File: src/rtl/dsp_pkg.sv
// Shared types for the two-port dsp arbiter: opcode set, legality check and
// sequencer state encoding.
package dsp_pkg;

  typedef enum logic [3:0] {
    CMD_0  = 4'd0,
    CMD_2  = 4'd2,
    CMD_3  = 4'd3,
    CMD_4  = 4'd4,
    CMD_6  = 4'd6,
    CMD_7  = 4'd7,
    CMD_8  = 4'd8,
    CMD_9  = 4'd9,
    CMD_10 = 4'd10
  } dsp_cmd_e;

  typedef enum logic [1:0] {
    IDLE  = 2'd0,
    ISSUE = 2'd1,
    RESP  = 2'd2
  } arb_state_t;

  function automatic logic is_legal_cmd(logic [3:0] cmd);
    logic legal;
    case (cmd)
      CMD_0, CMD_2, CMD_3, CMD_4, CMD_6,
      CMD_7, CMD_8, CMD_9, CMD_10: legal = 1'b1;
      default:                     legal = 1'b0;
    endcase
    return legal;
  endfunction

endpackage

File: src/rtl/rr_arb2.sv
// Two-input round-robin arbiter: one-hot grant, ties go to the port that was
// not granted most recently.
module rr_arb2 (
  input  logic       clk,
  input  logic       reset,
  input  logic [1:0] req,
  input  logic       update,
  output logic [1:0] grant
);

  logic last_grant_reg;

  always_comb begin
    grant = req;
    if (req == 2'b11) grant = last_grant_reg ? 2'b01 : 2'b10;
  end

  // Resets to 1 so that port 0 wins the first tie.
  always_ff @(posedge clk) begin
    if (reset)                  last_grant_reg <= 1'b1;
    else if (update && |grant)  last_grant_reg <= grant[1];
  end

endmodule

File: src/rtl/dsp_arb.sv
// Shares one combinational dsp multiplier between two requesters: registers the
// winning operands onto the dsp, waits SETTLE cycles, returns the result.
module dsp_arb
  import dsp_pkg::*;
#(
  parameter int SETTLE = 1
) (
  input  logic        clk,
  input  logic        reset,
  input  logic        req0_valid,
  output logic        req0_ready,
  input  logic [3:0]  req0_command,
  input  logic [31:0] req0_in_1,
  input  logic [31:0] req0_in_2,
  input  logic        req1_valid,
  output logic        req1_ready,
  input  logic [3:0]  req1_command,
  input  logic [31:0] req1_in_1,
  input  logic [31:0] req1_in_2,
  output logic        resp0_valid,
  input  logic        resp0_ready,
  output logic [63:0] resp0_result,
  output logic        resp0_error,
  output logic        resp1_valid,
  input  logic        resp1_ready,
  output logic [63:0] resp1_result,
  output logic        resp1_error,
  output logic [31:0] dsp_command,
  output logic [31:0] dsp_in_1,
  output logic [31:0] dsp_in_2,
  input  logic [63:0] dsp_result,
  output logic [15:0] op_count
);

  arb_state_t  state_reg, state_next;
  logic        owner_reg;
  logic [3:0]  settle_cnt_reg;
  logic [63:0] result_reg;
  logic        error_reg;
  logic [15:0] op_count_reg;
  logic [3:0]  dsp_cmd_reg;
  logic [31:0] dsp_in_1_reg, dsp_in_2_reg;

  logic [1:0]  req_valid, req_ready, resp_valid, resp_ready, grant;
  logic [3:0]  req_cmd [2];
  logic [31:0] req_a [2];
  logic [31:0] req_b [2];
  logic        accept, accept_port, accept_legal, resp_fire;

  assign req_valid  = {req1_valid, req0_valid};
  assign resp_ready = {resp1_ready, resp0_ready};
  assign req_cmd[0] = req0_command;
  assign req_cmd[1] = req1_command;
  assign req_a[0]   = req0_in_1;
  assign req_a[1]   = req1_in_1;
  assign req_b[0]   = req0_in_2;
  assign req_b[1]   = req1_in_2;

  // Arbitration only matters in IDLE; outside it the grant is forced to zero.
  rr_arb2 u_rr (
    .clk    (clk),
    .reset  (reset),
    .req    (req_valid & {2{state_reg == IDLE}}),
    .update (accept),
    .grant  (grant)
  );

  assign accept       = |req_ready;
  assign accept_port  = req_ready[1];
  assign accept_legal = is_legal_cmd(req_cmd[accept_port]);
  assign resp_fire    = |(resp_valid & resp_ready);

  always_ff @(posedge clk) begin
    if (reset) state_reg <= IDLE;
    else       state_reg <= state_next;
  end

  always_comb begin
    state_next = state_reg;
    case (state_reg)
      IDLE:    if (accept) state_next = accept_legal ? ISSUE : RESP;
      ISSUE:   if (settle_cnt_reg == 4'd0) state_next = RESP;
      RESP:    if (resp_fire) state_next = IDLE;
      default: state_next = IDLE;
    endcase
  end

  always_comb begin
    req_ready  = 2'b00;
    resp_valid = 2'b00;
    if (!reset) begin
      if (state_reg == IDLE) req_ready = grant;
      if (state_reg == RESP) resp_valid[owner_reg] = 1'b1;
    end
  end

  // The dsp_* registers are only written on a legal accept so the multiplier
  // inputs stay quiet between operations.
  always_ff @(posedge clk) begin
    if (reset) begin
      owner_reg      <= 1'b0;
      settle_cnt_reg <= 4'd0;
      result_reg     <= '0;
      error_reg      <= 1'b0;
      dsp_cmd_reg    <= 4'd0;
      dsp_in_1_reg   <= '0;
      dsp_in_2_reg   <= '0;
    end else begin
      case (state_reg)
        IDLE: begin
          if (accept) begin
            owner_reg <= accept_port;
            if (accept_legal) begin
              dsp_cmd_reg    <= req_cmd[accept_port];
              dsp_in_1_reg   <= req_a[accept_port];
              dsp_in_2_reg   <= req_b[accept_port];
              settle_cnt_reg <= 4'(SETTLE - 1);
            end else begin
              result_reg <= '0;
              error_reg  <= 1'b1;
            end
          end
        end
        ISSUE: begin
          if (settle_cnt_reg != 4'd0) begin
            settle_cnt_reg <= settle_cnt_reg - 4'd1;
          end else begin
            result_reg <= dsp_result;
            error_reg  <= 1'b0;
          end
        end
        default: ;
      endcase
    end
  end

  always_ff @(posedge clk) begin
    if (reset) op_count_reg <= '0;
    else       op_count_reg <= op_count_reg + {15'd0, resp_fire};
  end

  assign req0_ready   = req_ready[0];
  assign req1_ready   = req_ready[1];
  assign resp0_valid  = resp_valid[0];
  assign resp1_valid  = resp_valid[1];
  assign resp0_result = result_reg;
  assign resp1_result = result_reg;
  assign resp0_error  = error_reg;
  assign resp1_error  = error_reg;
  assign dsp_command  = {28'd0, dsp_cmd_reg};
  assign dsp_in_1     = dsp_in_1_reg;
  assign dsp_in_2     = dsp_in_2_reg;
  assign op_count     = op_count_reg;

endmodule
File: config.mk
export PLATFORM = sky130hd
export DESIGN_NAME = dsp_arb
export DESIGN_NICKNAME = d
export VERILOG_FILES = /design/src/rtl/dsp_pkg.sv /design/src/rtl/rr_arb2.sv /design/src/rtl/dsp_arb.sv
export SDC_FILE = /design/constraint.sdc
export NUM_CORES = 1
export LEC_CHECK = 0
export BUFFER_PORTS_ARGS = -buffer_cell sky130_fd_sc_hd__buf_2
export CAP_MARGIN = 20
export CORE_AREA = 2 2 174 176
export DETAILED_ROUTE_END_ITERATION = 10
export DIE_AREA = 0 0 176 178
export GPL_TIMING_DRIVEN = 0
export SKIP_LAST_GASP = 1
export SLEW_MARGIN = 20
export SYNTH_ARGS = -nofsm -noshare
export SYNTH_HDL_FRONTEND = slang
export SYNTH_SLANG_ARGS = --single-unit
File: constraint.sdc
create_clock -name clk -period 5.3 [get_ports clk]
set_input_delay 0.795 -clock clk [delete_from_list [all_inputs] [get_ports clk]]
set_output_delay 0.795 -clock clk [all_outputs]
set_load 0.02 [all_outputs]
==> metrics.txt, run 1 <==
setup TNS=0 ns; Compound-Gate Fraction of Synth Area=22.3%; Syn Std Cell Area=6990 um2; DRT antenna net count=0; largest net degree at the start of global routing=17; initial antenna violation count=4; 1st-pass router iterations=4; CP Data Required Time=4.51 ns; Layout Utilization=35.0%; CP Data Arrival Time=2.56 ns; CTS Hold Bufs=0; Initial Util=23.8%; VDD IR-drop max=0.000184 V; leakage=5.24 nW; Worst Path Max Fanout=10; status=finished clean; cell mode on critical path=buf_2; worst min path class=reg -> reg; CP startpoint kind=primary input; pwr dens=329 nW/um2; top cell type's share of synthesized area=45.0%; Adder-Cell Fraction of Synth Area=0.716%; crit path time final=3.36 ns; DRC=0; Congestion Overflow GR=0; FMAX=0.298 GHz; area delta synth->final=47.3%; unique cell type count in the Yosys netlist=46; Core Area=29400 um2; total clock sinks=157; Simple-Gate Fraction of Synth Area=15.5%; routed vias/inst=4.39; max-cap violations=0; via count of the first global-routing pass=6907; RSZ-0062 raised after global routing=no; period utilization=63.3%; sequential area share after synthesis=45.0%; Post-layout nets=1434; syn avg cell area=9.26 um2; Synth Flop Type=dfxtp_1; ys async rst share=0%; Placer Congestion=0.871; cts bufs inserted=17; Setup-failing EPs final=0; CTS tree=yes; drt total wl=27100 um; Die X-Extent=176 um; DRT iter0 DRCs=314; Max-Slew Margin vs Limit=31.6%; Warnings, synthesis=0; slowest stage cell, crit path=or3_4; Post-Synthesis Cells=755; PnR worst setup slack=1.94 ns; later-pin clock latency in the skew report=0.42 ns; final count of hold timing violations=0; max reg flops=64; GRT Util Overall=16.7%; EDFF count, synth=0; Reg clk slew, reported paths=0.06 ns; # IOs=452; PostCTS Resize Cnt=0; Antenna Cells=0; Die Span Y=178 um; worst slack at placement=1.87 ns; input/output buffers=423; Detail Placement HPWL=21800 um; Placed Instances=1595; cell family with most CP delay=buffers and inverters; Synth area leader=dfxtp_1; routed length per placed instance=16.7 um; Buf/Inv on CP=5; worst-margin pin slew=1.02 ns; DR vias=7141; Tot Pwr=3.38 mW; Finished Layout Cells=1626; top cells by area, synth=dfxtp_1 (45%), buf_4 (11%), a22o_1 (8.1%); row count=63; Worst Setup End Kind=output pin; Post-Synth XOR/XNOR Area=1.50%; layout cells sized above 1=49.7%; H-tree depth=4; full die area=31300 um2; Final Skew=0.00992 ns; FF+latch count, synth=157; CTS Buffer Depth=2; Root Driver=clkbuf_16; Largest stage delay, worst path=0.38 ns; WS Path Type=in -> out; main combinational cell family by area after synthesis=compound AO/OA/AOI/OAI gates; mux share of post-synthesis cell area=0.716%; CP cell instances=buf_2 -> or3_4 -> or2_2 -> clkbuf_1 -> inv_2 -> buf_2 -> nor2_1 -> buf_2; Max Slew Vio Count=0; first-pass GRT wire length=39600 um; Setup Fix Bufs, Post-CTS=0
## worst min-delay path, stage by stage (launching register included)
cell	delay (ns)
dfxtp_1	0.30
nor2_1	0.09
a311oi_1	0.05
## stage by stage
stage	hold slack [ns]	area (um2)
after global placement	0.469	9700
after floorplan	0.458	7090
after detailed placement	0.478	9700
after global routing	0.515	10300
after CTS	0.497	10300
final	0.494	10300
## logic make-up (layout without fill, tap and decap cells)
family | after synthesis | in the layout
fa+ha+maj | 4 | 4
xor+xnor | 12 | 12
mux | 5 | 5
other cells | 1 | 28
simple gates | 263 | 263
buf+inv | 153 | 607
compound gates | 160 | 160
flops | 157 | 157
## final timing paths
| kind | start | slack, ns | end | depth (start not counted) |
|---|---|---|---|---|
| min reg2reg | dsp_in_2[5] | 0.49 | dsp_in_2[5] | 2 |
| max reg2reg | settle_cnt_reg[0] | 2.62 | resp0_result[8] | 7 |
| min | dsp_in_2[5] | 0.49 | dsp_in_2[5] | 2 |
| max | reset | 1.94 | req0_ready | 8 |
## cells in the mapped netlist, types with 2 or more instances
| library cell | number |
|---|---|
| xor2_1 | 6 |
| nand2_1 | 138 |
| dfxtp_1 | 157 |
| buf_4 | 101 |
| nor3_1 | 4 |
| mux2i_1 | 5 |
| nand3_1 | 2 |
| buf_2 | 18 |
| a311oi_2 | 31 |
| or2_2 | 3 |
| clkbuf_1 | 23 |
| or3_1 | 8 |
| xnor2_1 | 6 |
| a22o_1 | 65 |
| inv_1 | 6 |
| a211oi_1 | 5 |
| and2_1 | 2 |
| ha_1 | 4 |
| nor2b_1 | 4 |
| a311oi_1 | 33 |
| nand3b_1 | 2 |
| nand4_1 | 5 |
| o21ai_0 | 9 |
| a21oi_1 | 7 |
| nor2_1 | 88 |
| buf_6 | 3 |
## layout by cell type (no fill, tap or decap), drive strengths merged, types with 2 or more instances in the layout
cell type,n
a211oi,5
a21oi,8
a22o,65
a311oi,64
and2,3
buf,546
bufinv,3
clkbuf,45
clkinvlp,3
conb,28
dfxtp,157
ha,4
inv,9
mux2i,5
nand2,138
nand3,2
nand3b,2
nand4,5
nor2,88
nor2b,4
nor3,4
o21ai,10
or2,4
or3,9
xnor2,6
xor2,6
## report_power, final
group / internal, mW / total [mW] / switching, mW
sequential: 1.27 / 1.33 / 0.0588
clock: 0.768 / 1.29 / 0.522
combinational: 0.304 / 0.766 / 0.461
total: 2.34 / 3.38 / 1.04
## routing by layer
metal  part of all wire [%]  wire length, um  up-vias  track usage (%)
li1                       -                -     3467                -
met1                     39            10600     3297             18.4
met2                     50            13600      331             30.0
met3                    7.5             2030       40             4.84
met4                    3.1              839        6             6.65
met5                   0.14               38        -                0
## final cells by class
| type | count | area, um2 |
|---|---|---|
| buffer | 146 | 972 |
| clock buffer | 22 | 464 |
| clock inverter | 9 | 135 |
| fill | 3112 | 19100 |
| inverter | 7 | 26.3 |
| multi-input combinational | 472 | 2950 |
| sequential | 157 | 3140 |
| tap | 390 | 488 |
| timing repair buffer | 423 | 2120 |
(Power assumes the default switching activity.)
==> run 2, diff against run 1 <==
- CORE_AREA: 2 2 174 176 -> 2 2 178 180
- DIE_AREA: 0 0 176 178 -> 0 0 180 182
- clock period: 5.3 -> 2.7 ns (I/O delays scaled with it)
==> metrics.txt, run 2 (same netlist as run 1, synthesis figures left out) <==
CP Data Required Time=2.30 ns (-2.21 ns); full die area=32800 um2 (+4.6%); CTS Hold Bufs=0 (unchanged); total clock sinks=157 (unchanged); VDD IR-drop max=0.000424 V (+130%); WHS=0.197 ns (-0.297 ns); Max-Slew Margin vs Limit=49.4% (+18 points); Detail Placement HPWL=20700 um (-4.8%); Max Slew Vio Count=0 (unchanged); Initial Util=22.6% (-1.2 points); routed vias/inst=4.28 (-2.4%); max reg flops=64 (unchanged); crit path time final=2.60 ns; Die Span Y=182 um (+2.2%); Root Driver=clkbuf_16; Worst Path Max Fanout=13 (+3); FMAX=0.384 GHz; cts bufs inserted=17 (unchanged); input/output buffers=423 (unchanged); slowest stage cell, crit path=or3_4; first-pass GRT wire length=38600 um (-2.6%); max-cap violations=0 (unchanged); Reg clk slew, reported paths=0.07 ns (about the same); routed length per placed instance=16.0 um (-3.8%); Final Skew=0.0139 ns (+0.00394 ns); Worst Setup End Kind=output pin; PostCTS Resize Cnt=1 (+1); # IOs=452 (unchanged); initial antenna violation count=1 (-3); commonest non-fill, non-tap cell in the layout=buf_2; Largest stage delay, worst path=0.44 ns (+0.06 ns); CTS Buffer Depth=2 (unchanged); DRC=0 (unchanged); H-tree depth=4 (unchanged); drt total wl=26300 um (-3.1%); Antenna Cells=0 (unchanged); later-pin clock latency in the skew report=0.43 ns (about the same); Placer Congestion=0.812 (-6.8%); leakage=5.28 nW (+0.73%); Setup Fix Bufs, Post-CTS=0 (unchanged); pwr dens=667 nW/um2 (+100%); leading cell types in the layout, fill and taps excluded=buf_2 (440), dfxtp_1 (157), nand2_1 (138); period utilization=96.4%; Congestion Overflow GR=0 (unchanged); WS Path Type=reg -> out; CP startpoint kind=flip-flop; RSZ-0062 raised after global routing=no; worst-margin pin slew=0.759 ns (-0.264 ns); layout cells sized above 1=50.0% (+0.36 points); Post-layout nets=1432 (-0.14%); Storage cell area=3140 um2 (unchanged); area of the multi-input gates=2960 um2 (+0.17%); Core Area=31000 um2 (+5.4%); DRT antenna net count=0 (unchanged); Die X-Extent=180 um (+2.3%); worst min path class=in -> reg; final count of hold timing violations=0 (unchanged); number of fill cells=3291 (+5.8%); Setup-failing EPs final=0 (unchanged); DRT iter0 DRCs=248 (-21%); row count=65 (+3.2%); DR vias=7014 (-1.8%); largest net degree at the start of global routing=17 (unchanged); Tot Pwr=6.93 mW (+100%); GRT Util Overall=15.3% (-1.3 points); via count of the first global-routing pass=6748 (-2.3%); CP cell instances=or3_4 -> or2_2 -> clkinv_2 -> nor2_2 -> buf_2; CP Data Arrival Time=2.20 ns (-0.36 ns); CTS tree=yes; status=finished clean; area delta synth->final=48.6%; 1st-pass router iterations=4 (unchanged)
-- run 2: power by group --
part / switching (mW) / internal, mW / total [mW]
sequential: 0.114 / 2.49 / 2.61
clock: 1.04 / 1.77 / 2.81
combinational: 0.913 / 0.597 / 1.51
total: 2.07 / 4.86 / 6.93
-- run 2: layer usage --
| layer | GRT usage (%) | part of all wire [%] |
|---|---|---|
| met5 | 0 | 0.042 |
| met3 | 4.57 | 7.3 |
| met1 | 16.7 | 39 |
| met4 | 5.76 | 2.2 |
| met2 | 28.0 | 51 |
-- run 2: per-stage QoR --
stage	cell area, um2	setup TNS [ns]	cells	setup WS (ns)	utilization (%)
2_1_floorplan	7090	0	782	0.0722	-
3_3_place_gp	9710	-1.02	1607	-0.122	31.3
3_5_place_dp	9710	-1.19	1607	-0.175	31.3
4_1_cts	10400	-0.0795	1637	-0.0795	33.5
5_1_grt	10400	0	1637	0.00104	33.5
6_report	10400	0	1637	0.0970	33.5
-- run 2: critical path, delay by kind of cell (launching register included) --
family / cells / cell delay [ns]
flip-flops: 1 / 0.37
AND/OR/NAND/NOR: 3 / 0.99
buffers and inverters: 2 / 0.41
-- run 2: worst paths after layout --
kind | start | end | slack (ns) | depth (start not counted)
setup / recovery | state_reg[1] | req0_ready | 0.1 | 5
hold / removal | dsp_result[22] | resp0_result[22] | 0.20 | 2
setup reg to reg | settle_cnt_reg[0] | resp0_result[26] | 0.21 | 7
hold reg to reg | settle_cnt_reg[3] | settle_cnt_reg[3] | 0.49 | 2
-- run 2: area by class of cell --
cell class | count | share of cell area [%]
plain buffers | 144 | 9.28
clock inverters | 13 | 2.24
multi-input cells | 472 | 28.5
flip-flops and latches | 157 | 30.3
inverters | 7 | 0.265
repair buffers | 423 | 20.4
well taps | 402 | 4.84
clock buffers | 19 | 4.27
==> run 3, diff against run 2 <==
- ABC_AREA: unset -> 1
- CORE_AREA: 2 2 178 180 -> 2 2 174 176
- CTS_BUF_LIST: unset -> sky130_fd_sc_hd__clkbuf_16
- DIE_AREA: 0 0 180 182 -> 0 0 176 178
==> metrics.txt, run 3 <==
FMAX=0.387 GHz (+0.61%); Storage cell area=3150 um2 (+0.16%); WS Path Type=reg -> reg; Design Area, Final=10800 um2 (+4.3%); Reg clk slew, reported paths=0.07 ns (about the same); ys async rst share=0% (unchanged); Root Driver=clkbuf_16; pwr dens=637 nW/um2 (-4.6%); Worst Setup End Kind=flip-flop; syn avg cell area=6.95 um2 (-25%); routed vias/inst=4.17 (-2.6%); Synth Flop Type=dfxtp_1; most common cell in the netlist=nand2_1; cell family with most CP delay=simple AND/OR/NAND/NOR gates; max reg flops=64 (unchanged); RSZ-0062 raised after global routing=yes; Placer Congestion=0.875 (+7.8%); drt total wl=27300 um (+3.7%); CP startpoint kind=flip-flop; unique cell type count in the Yosys netlist=25 (-46%); Die Span Y=178 um (-2.2%); area of the multi-input gates=3070 um2 (+3.8%); Post-layout nets=1753 (+22%); 1st-pass router iterations=4 (unchanged); Warnings, synthesis=0 (unchanged); Largest stage delay, worst path=0.35 ns (-0.09 ns); status=finished clean; row count=63 (-3.1%); CTS tree=yes; FF+latch count, synth=157 (unchanged); first-pass GRT wire length=40000 um (+3.7%); DRC=0 (unchanged); worst-margin pin slew=0.735 ns (-0.0238 ns); Max Slew Vio Count=0 (unchanged); DRT iter0 DRCs=271 (+9.3%); GRT Util Overall=16.6% (+1.2 points); top cell type's share of synthesized area=42.2% (-2.8 points); H-tree depth=4 (unchanged); initial antenna violation count=5 (+4); slowest stage cell, crit path=dfxtp_4; max-cap violations=0 (unchanged); total clock sinks=157 (unchanged); CP cell instances=inv_2 -> nor2_1 -> inv_1 -> nor3_2 -> a22o_1 -> ha_2 -> ha_2 -> nand2_1 -> inv_2 -> nand2_2 -> nor2_4 -> nand2_2 -> nor2_4 -> nand2_2 -> nor2_4 -> nand2_2 -> nor2_2 -> nand3_1 -> nand2_1 -> a21oi_1; Setup-failing EPs final=0 (unchanged); PnR worst setup slack=0.113 ns (+0.0159 ns); Post-Synthesis Cells=1072 (+42%); leakage=5.67 nW (+7.5%); Congestion Overflow GR=0 (unchanged); Buf/Inv on CP=3 (+1); sequential area share after synthesis=42.2% (-2.8 points); input/output buffers=422 (-0.24%); CTS Buffer Depth=2 (unchanged); crit path time final=2.59 ns (-0.0159 ns); top cells by area, synth=dfxtp_1 (42%), nand2_1 (19%), a21oi_1 (9.9%); Max-Slew Margin vs Limit=51.0% (+1.6 points); leading cell types in the layout, fill and taps excluded=buf_2 (440), nand2_1 (367), dfxtp_1 (155); Syn Std Cell Area=7450 um2 (+6.6%); DR vias=8132 (+16%); CP Data Arrival Time=2.90 ns (+0.70 ns); via count of the first global-routing pass=7521 (+11%); Synth area leader=dfxtp_1; CTS Hold Bufs=0 (unchanged); DRT antenna net count=0 (unchanged); Initial Util=25.3% (+2.8 points); Detail Placement HPWL=21900 um (+5.3%); EDFF count, synth=0 (unchanged); Commonest cells post-synth=nand2_1 (371), dfxtp_1 (157), a21oi_1 (148); period utilization=95.8% (-0.59 points); Final Skew=0.0142 ns (+0.000364 ns); Core Area=29400 um2 (-5.1%); VDD IR-drop max=0.000340 V (-20%); later-pin clock latency in the skew report=0.42 ns (about the same); cell mode on critical path=nand2_2; number of fill cells=3170 (-3.7%); area delta synth->final=45.4%; CP Data Required Time=3.01 ns (+0.71 ns); routed length per placed instance=14.0 um (-13%); final count of hold timing violations=0 (unchanged); setup TNS=0 ns (unchanged); layout cells sized above 1=38.9% (-11 points); Die X-Extent=176 um (-2.2%); worst slack at placement=-0.107 ns (+0.0689 ns); largest net degree at the start of global routing=17 (unchanged); placement-stage cell area=10200 um2 (+4.6%); # IOs=452 (unchanged); cts bufs inserted=17 (unchanged); commonest non-fill, non-tap cell in the layout=buf_2; worst min path class=in -> reg; full die area=31300 um2 (-4.4%); Worst Path Max Fanout=5 (-8)
run 3: worst paths after layout:
kind	start	slack, ns	depth (start not counted)	to
max reg2reg	state_reg[1]	0.11	20	op_count[12]
min reg2reg	dsp_cmd_reg[1]	0.44	2	dsp_cmd_reg[1]
max	state_reg[1]	0.11	20	op_count[12]
min	dsp_result[22]	0.23	3	resp0_result[22]
run 3: per-stage QoR:
step	cells	total power [mW]	hold slack, ns	utilization (%)
after floorplan	1099	3.82	0.451	-
after global placement	1911	4.49	0.429	34.6
after detailed placement	1911	4.51	0.433	34.6
after CTS	1943	7.00	0.205	36.6
after global routing	1947	7.29	0.221	36.8
final	1948	6.90	0.232	36.8
run 3: logic make-up after synthesis:
| family | count (synthesis) | share of synthesized area, % |
|---|---|---|
| fa+ha+maj | 4 | 0.672 |
| compound gates | 225 | 15.2 |
| simple gates | 430 | 22.8 |
| xor+xnor | 2 | 0.235 |
| buf+inv | 253 | 18.8 |
| flops | 157 | 42.2 |
| other cells | 1 | 0.0503 |
run 3: worst reg2reg max path, delay by kind of cell, from the launching register on:
kind | cells | cell delay (ns)
AO/OA/AOI/OAI | 2 | 0.25
buffers and inverters | 3 | 0.17
flip-flops | 1 | 0.35
adder cells (fa/ha/maj) | 2 | 0.37
AND/OR/NAND/NOR | 13 | 1.30
run 3: layout make-up:
| class | instances | area share, % |
|---|---|---|
| flip-flops and latches | 157 | 29.1 |
| diodes | 2 | 0.0462 |
| inverters | 100 | 3.47 |
| plain buffers | 153 | 9.49 |
| clock buffers | 17 | 3.93 |
| multi-input cells | 689 | 28.3 |
| repair buffers | 425 | 19.7 |
| well taps | 390 | 4.50 |
| clock inverters | 15 | 1.48 |
run 3: per-layer routing:
layer  share of wire, %  global-route usage [%]
met1                 40                    18.1
met2                 50                    30.0
met3                7.4                    4.77
met4                3.0                    6.89
met5               0.15                       0
run 3: where the power goes:
group / internal [mW] / switching, mW / total, mW / leakage, nW
logic: 0.667 / 1.11 / 1.78 / 4.11
registers: 2.53 / 0.132 / 2.66 / 1.28
clock network: 1.38 / 1.08 / 2.46 / 0.277
run 3: timing repair:
item,4_1_cts,5_1_grt
buffers inserted,0,3
cloned,0,0
endpoints found under the setup margin,3,5
resized for setup,3,17
pin swaps,0,9
